File: src/rtl/node_router_if.sv
// Node-side router port adapter: 32-bit core packets <-> 4-byte router bursts, FIFO-buffered both ways.
// TX byte0 two cycles after accept, pkt_in_ready low while TX FIFO full; RX packet two cycles after last byte, free_outbound low while busy or full.

module nr_fifo #(
  parameter int WIDTH = 32,
  parameter int DEPTH = 4
) (
  input  logic             clock,
  input  logic             reset_n,
  input  logic             push,
  input  logic [WIDTH-1:0] din,
  input  logic             pop,
  output logic [WIDTH-1:0] dout,
  output logic             full,
  output logic             empty
);
  localparam int PW = (DEPTH > 1) ? $clog2(DEPTH) : 1;
  localparam int CW = $clog2(DEPTH + 1);
  localparam logic [PW-1:0] LAST    = PW'(DEPTH - 1);
  localparam logic [CW-1:0] DEPTH_C = CW'(DEPTH);

  logic [WIDTH-1:0] mem [DEPTH];
  logic [PW-1:0]    wr_ptr;
  logic [PW-1:0]    rd_ptr;
  logic [CW-1:0]    count;
  logic             do_push;
  logic             do_pop;

  assign empty   = (count == '0);
  assign full    = (count == DEPTH_C);
  assign do_pop  = pop && !empty;
  // a pop in the same cycle frees the slot, so push-at-full is accepted then
  assign do_push = push && (!full || do_pop);
  assign dout    = mem[rd_ptr];

  always_ff @(posedge clock) begin
    if (do_push) begin
      mem[wr_ptr] <= din;
    end
  end

  always_ff @(posedge clock) begin
    if (!reset_n) begin
      wr_ptr <= '0;
      rd_ptr <= '0;
      count  <= '0;
    end else begin
      if (do_push) begin
        wr_ptr <= (wr_ptr == LAST) ? '0 : wr_ptr + 1'b1;
      end
      if (do_pop) begin
        rd_ptr <= (rd_ptr == LAST) ? '0 : rd_ptr + 1'b1;
      end
      if (do_push && !do_pop) begin
        count <= count + 1'b1;
      end else if (do_pop && !do_push) begin
        count <= count - 1'b1;
      end
    end
  end
endmodule

module node_router_if #(
  parameter int NODEID   = 0,
  parameter int TX_DEPTH = 4,
  parameter int RX_DEPTH = 4,
  parameter int MAX_DEST = 5
) (
  input  logic        clock,
  input  logic        reset_n,
  input  logic [31:0] pkt_in,
  input  logic        pkt_in_valid,
  output logic        pkt_in_ready,
  input  logic        free_inbound,
  output logic        put_inbound,
  output logic [7:0]  payload_inbound,
  input  logic        put_outbound,
  input  logic [7:0]  payload_outbound,
  output logic        free_outbound,
  output logic [31:0] pkt_out,
  output logic        pkt_out_valid,
  input  logic        pkt_out_ready,
  output logic        tx_drop,
  output logic        rx_err
);
  localparam logic [31:0] SRC_FIELD  = {4'(NODEID), 28'h0};
  localparam logic [31:0] SRC_MASK   = 32'h0FFF_FFFF;
  localparam logic [3:0]  MAX_DEST_C = 4'(MAX_DEST);

  typedef enum logic [2:0] {T_IDLE, T_B0, T_B1, T_B2, T_B3, T_GAP} tx_state_t;
  typedef enum logic [2:0] {R_IDLE, R_B1, R_B2, R_B3, R_WR} rx_state_t;

  tx_state_t   tx_state;
  rx_state_t   rx_state;

  logic        tx_accept;
  logic        tx_legal;
  logic        tx_push;
  logic        tx_pop;
  logic        tx_full;
  logic        tx_empty;
  logic [31:0] tx_wdat;
  logic [31:0] tx_head;
  logic [31:0] tx_shift;

  logic        rx_push;
  logic        rx_pop;
  logic        rx_full;
  logic        rx_empty;
  logic [31:0] rx_shift;

  // src is always overwritten with our own node number
  assign tx_wdat      = (pkt_in & SRC_MASK) | SRC_FIELD;
  assign pkt_in_ready = !tx_full;
  assign tx_accept    = pkt_in_valid && pkt_in_ready;
  assign tx_legal     = (pkt_in[27:24] <= MAX_DEST_C);
  assign tx_push      = tx_accept && tx_legal;
  assign tx_pop       = (tx_state == T_IDLE) && !tx_empty && free_inbound;

  nr_fifo #(.WIDTH(32), .DEPTH(TX_DEPTH)) u_tx_fifo (
    .clock   (clock),
    .reset_n (reset_n),
    .push    (tx_push),
    .din     (tx_wdat),
    .pop     (tx_pop),
    .dout    (tx_head),
    .full    (tx_full),
    .empty   (tx_empty)
  );

  // outputs lag the state by one edge: state T_Bk drives byte k on the following cycle
  always_ff @(posedge clock) begin
    if (!reset_n) begin
      tx_state        <= T_IDLE;
      tx_shift        <= '0;
      put_inbound     <= 1'b0;
      payload_inbound <= '0;
      tx_drop         <= 1'b0;
    end else begin
      tx_drop <= tx_accept && !tx_legal;
      case (tx_state)
        T_IDLE: begin
          put_inbound     <= 1'b0;
          payload_inbound <= '0;
          if (tx_pop) begin
            tx_shift <= tx_head;
            tx_state <= T_B0;
          end
        end
        T_B0: begin
          put_inbound     <= 1'b1;
          payload_inbound <= tx_shift[31:24];
          tx_state        <= T_B1;
        end
        T_B1: begin
          put_inbound     <= 1'b1;
          payload_inbound <= tx_shift[23:16];
          tx_state        <= T_B2;
        end
        T_B2: begin
          put_inbound     <= 1'b1;
          payload_inbound <= tx_shift[15:8];
          tx_state        <= T_B3;
        end
        T_B3: begin
          put_inbound     <= 1'b1;
          payload_inbound <= tx_shift[7:0];
          tx_state        <= T_GAP;
        end
        T_GAP: begin
          put_inbound     <= 1'b0;
          payload_inbound <= '0;
          tx_state        <= T_IDLE;
        end
        default: begin
          put_inbound     <= 1'b0;
          payload_inbound <= '0;
          tx_state        <= T_IDLE;
        end
      endcase
    end
  end

  assign free_outbound = (rx_state == R_IDLE) && !rx_full;
  assign rx_push       = (rx_state == R_WR);
  assign pkt_out_valid = !rx_empty;
  assign rx_pop        = pkt_out_ready && pkt_out_valid;

  nr_fifo #(.WIDTH(32), .DEPTH(RX_DEPTH)) u_rx_fifo (
    .clock   (clock),
    .reset_n (reset_n),
    .push    (rx_push),
    .din     (rx_shift),
    .pop     (rx_pop),
    .dout    (pkt_out),
    .full    (rx_full),
    .empty   (rx_empty)
  );

  always_ff @(posedge clock) begin
    if (!reset_n) begin
      rx_state <= R_IDLE;
      rx_shift <= '0;
      rx_err   <= 1'b0;
    end else begin
      rx_err <= 1'b0;
      case (rx_state)
        R_IDLE: begin
          if (put_outbound && free_outbound) begin
            rx_shift <= {rx_shift[23:0], payload_outbound};
            rx_state <= R_B1;
          end
        end
        R_B1, R_B2, R_B3: begin
          if (put_outbound) begin
            rx_shift <= {rx_shift[23:0], payload_outbound};
            case (rx_state)
              R_B1:    rx_state <= R_B2;
              R_B2:    rx_state <= R_B3;
              default: rx_state <= R_WR;
            endcase
          end else begin
            // a hole inside a burst means the router truncated it
            rx_err   <= 1'b1;
            rx_state <= R_IDLE;
          end
        end
        R_WR: begin
          rx_state <= R_IDLE;
        end
        default: begin
          rx_state <= R_IDLE;
        end
      endcase
    end
  end
endmodule

File: config.mk
export PLATFORM = sky130hd
export DESIGN_NAME = node_router_if
export DESIGN_NICKNAME = d
export VERILOG_FILES = /design/src/rtl/node_router_if.sv
export SDC_FILE = /design/constraint.sdc
export NUM_CORES = 1
export LEC_CHECK = 0
export ABC_AREA = 1
export ABC_CLOCK_PERIOD_IN_PS = 5700
export CAP_MARGIN = 40
export CELL_PAD_IN_SITES_DETAIL_PLACEMENT = 0
export CELL_PAD_IN_SITES_GLOBAL_PLACEMENT = 1
export CORE_MARGIN = 5
export CORE_UTILIZATION = 45
export CTS_CLUSTER_DIAMETER = 40
export DETAILED_ROUTE_END_ITERATION = 12
export GPL_ROUTABILITY_DRIVEN = 1
export GPL_TIMING_DRIVEN = 0
export HOLD_SLACK_MARGIN = 0.06
export PLACE_DENSITY_LB_ADDON = 0.1
export SYNTH_ARGS = -nofsm -noshare
export SYNTH_HDL_FRONTEND = slang
export SYNTH_HIERARCHICAL = 1
export SYNTH_SLANG_ARGS = --single-unit
File: constraint.sdc
create_clock -name clock -period 5.7 [get_ports clock]
set_clock_uncertainty 0.1 [all_clocks]
set_input_delay 1.71 -clock clock [delete_from_list [all_inputs] [get_ports clock]]
set_output_delay 1.71 -clock clock [all_outputs]
set_load 0.01 [all_outputs]
==> qor.csv, run 1 <==
stage,metric,value,unit
status,status,completed,
floorplan,num_rows,65,
timing,post-route-min-period,4.275,ns
final_layout,final_cell_mix,"nor2_1, edfxtp_1, nand2_1",
synthesis,synthCells,1278,
worst_hold_path,min_path_type,flip-flop to flip-flop,
clocking,cts_made_buffers,47,
synthesis,ys_types,32,
critical_path,cp.required,3.89,ns
timing,timing.fmax,233.9,MHz
route,routed_wl,32.39,mm
critical_path,startpoint_type,flip-flop,
timing,final_hold_viol_count,0,
pwr,irDropWorstVdd,0.0002723,V
final_layout,area_growth,23.48,%
timing,setup_tns,0,ns
placement,gp_congestion,0.7780,
placement,port_buffers,87,
floorplan,core_area,31310,um2
timing,setup_violations,0,
synthesis,synth_seq_cells,355,
grt,grt_max_degree,26,
clocking,clkTransAtPathRegs,0.06,ns
clocking,cts_sinks,355,
route,wl_met2,16.67,mm
clocking,cts.hold.buffers_added,0,
timing,hold-worst-slack,0.3821,ns
grt,grt_use_total,0.1833,
final_layout,drive_gt1_frac,0.1295,
synthesis,async_reset_ff_frac,0,
synthesis,avgSynthCellArea,11.09,um2
clocking,insertion_delay,0.53,ns
critical_path,timing_worst_setup_path_type,flip-flop to output pin,
floorplan,start_util,0.4526,
synthesis,synth_edf_count,256,
clocking,cts_tree,yes,
route,via_count,9402,
synthesis,synth-seq-area-share,0.6823,
route,drt_iter0_markers,568,
timing,worst_pin_slew,0.7725,ns
critical_path,worstSetupEndpointType,output pin,
timing,setup_slack,1.425,ns
synthesis,synth_flop_cell,edfxtp_1,
clocking,htree_levels,2,
floorplan,die_x,187.5,um
route,route.detailed.drc,0,
pwr,cellPowerDensity,392.0,nW/um2
grt,antenna_found_initial,0,
critical_path,cp_max_fo,10,
pwr,p_total,6.859,mW
timing,slew_viol_final,0,
final_layout,antennaDiodeCount,0,
final_layout,nNetsFinal,1497,
route,vias_per_cell,5.009,
grt,grt-ovfl-total,0,
route,wl_per_cell,17.26,um
synthesis,syn_area,14170,um2
route,dr_wl_met3,1.259,mm
placement,hpwl,21.57,mm
timing,finalCritPeriodShare,0.7499,
critical_path,arrival,2.46,ns
placement,pre_cts_slack,1.009,ns
final_layout,final_common_cell,nor2_1,
critical_path,cpPeakStageDelay,0.60,ns
critical_path,critPathSlowestCell,clkdlybuf4s50_1,
pwr,p_leak,6.633,nW
timing,rsz0062_at_grt,false,
final_layout,num-fill-cells,2740,
grt,grt_pass1_vias,9597,
clocking,cts.path.max_buffers,3,
timing,relSlewSlack,0.4837,
floorplan,die_h,187.5,um
grt,grt_pass1_wl,51.58,mm
critical_path,critical_path.cell_chain,clkbuf_1 > o21ai_0 > o22ai_1 > clkdlybuf4s50_1,
clocking,cts-resized-gates,0,
route,antenna_left,0,
route,wl_met1,13.50,mm
route,drtPass1Iterations,7,
synthesis,yosys_warnings,6,
run,max_cap_viol_count,0,
route,top_layer,met4,
floorplan,ios,92,
floorplan,die_area,35140,um2
clocking,post_cts_buffers,0,
clocking,root_buffer,clkbuf_16,
[metal layers]
metal | GRT usage | vias up
li1 | - | 4707
met1 | 0.2249 | 4439
met2 | 0.3303 | 195
met3 | 0.03024 | 61
met4 | 0.06070 | 0
met5 | 0 | -
[area by class of cell]
| type | instances | area (um2) | share of cell area |
|---|---|---|---|
| Multi-Input combinational cell | 788 | 3792 | 0.2167 |
| Inverter | 79 | 311.5 | 0.01780 |
| Tap cell | 402 | 503.0 | 0.02874 |
| Sequential cell | 355 | 9669 | 0.5526 |
| Clock buffer | 57 | 1350 | 0.07715 |
| Timing Repair Buffer | 95 | 1054 | 0.06020 |
| Buffer | 71 | 515.5 | 0.02946 |
| Clock inverter | 30 | 304.0 | 0.01737 |
[registers in the layout, summed over array words and instances, names as in the netlist, 3 cells and up, named ones only]
signal	flops
payload_inbound	8
rx_shift	32
rx_state	3
tx_shift	32
tx_state	3
u_rx_fifo/count	3
u_rx_fifo/mem	128
u_tx_fifo/count	3
u_tx_fifo/mem	128
[critical path: cells and delay by family, from the launching register on]
family	cells	cell delay, ns
DFF	1	0.36
buffers and inverters	2	1.11
AOI/OAI and AO/OA	2	0.47
[metrics by stage]
step                std cells  area, um2    util
global placement         1782      15600  0.4983
CTS                      1877      17500  0.5589
global route             1877      17500  0.5589
detailed placement       1790      15850  0.5061
finish                   1877      17500  0.5589
floorplan                1293      14230       -
[cells in the mapped netlist (21+ instances only)]
cell type	instances	area [um2]
buf_2	28	140.1
buf_6	23	259.0
dfxtp_1	99	1982
edfxtp_1	256	7687
inv_1	73	274.0
nand2_1	147	551.8
nand3_1	31	155.2
nand3b_1	32	240.2
nor2_1	288	1081
nor2_2	21	131.4
o21ai_0	77	385.4
o21ai_1	56	280.3
o22ai_1	64	400.4
[worst paths after layout]
check                                                      start                         endpoint  slack, ns  cells after the start
worst max-delay path                                   flip-flop                       pkt_out[6]       1.43                      4
worst min register to register  u_tx_fifo/rd_ptr[1]$_SDFFE_PN0N_                        flip-flop       0.38                      2
worst max register to register   u_tx_fifo/count[0]$_SDFFE_PN0P_  u_tx_fifo/count[2]$_SDFFE_PN0P_       2.57                     21
worst min-delay path            u_tx_fifo/rd_ptr[1]$_SDFFE_PN0N_                        flip-flop       0.38                      2
[kinds of logic (layout without fill, tap and decap cells)]
kind of cell / count (synthesis) / in the layout / synth area share
buffers and inverters: 150 / 332 / 0.05836
other: 1 / 16 / 0.0002646
DFF: 355 / 355 / 0.6823
AOI/OAI and AO/OA: 211 / 211 / 0.08069
adders and majority gates: 14 / 14 / 0.01342
and+or+nand+nor: 547 / 547 / 0.1650
[power by group]
| group | switching [mW] | leakage, nW | internal [mW] |
|---|---|---|---|
| clock | 1.11 | 0.819 | 1.89 |
| sequential | 0.0996 | 3.14 | 2.93 |
| combinational | 0.516 | 2.67 | 0.312 |
| total | 1.72 | 6.63 | 5.13 |
Power figures use the tool's default switching activity.
==> run 2: changes to the inputs <==
--- a/config.mk
+++ b/config.mk
@@ -6,7 +6,7 @@
 export NUM_CORES = 1
 export LEC_CHECK = 0
 export ABC_AREA = 1
-export ABC_CLOCK_PERIOD_IN_PS = 5700
+export ABC_CLOCK_PERIOD_IN_PS = 4270
 export CAP_MARGIN = 40
 export CELL_PAD_IN_SITES_DETAIL_PLACEMENT = 0
 export CELL_PAD_IN_SITES_GLOBAL_PLACEMENT = 1
==> constraint.sdc (replaced) <==
create_clock -name clock -period 4.27 [get_ports clock]
set_clock_uncertainty 0.1 [all_clocks]
set_input_delay 1.281 -clock clock [delete_from_list [all_inputs] [get_ports clock]]
set_output_delay 1.281 -clock clock [all_outputs]
set_load 0.01 [all_outputs]
==> results of run 2 <==
The final DEF is identical to that of run 1. Status: completed.
Main changes from that run: setup slack after placement 1.009 ns -> 0.008293 ns; setup slack after layout 1.425 ns -> 0.4245 ns; register-to-register setup slack 2.57 ns -> 1.14 ns; total power 6.859 mW -> 9.156 mW; worst IR drop on VDD 0.0002723 V -> 0.0003635 V
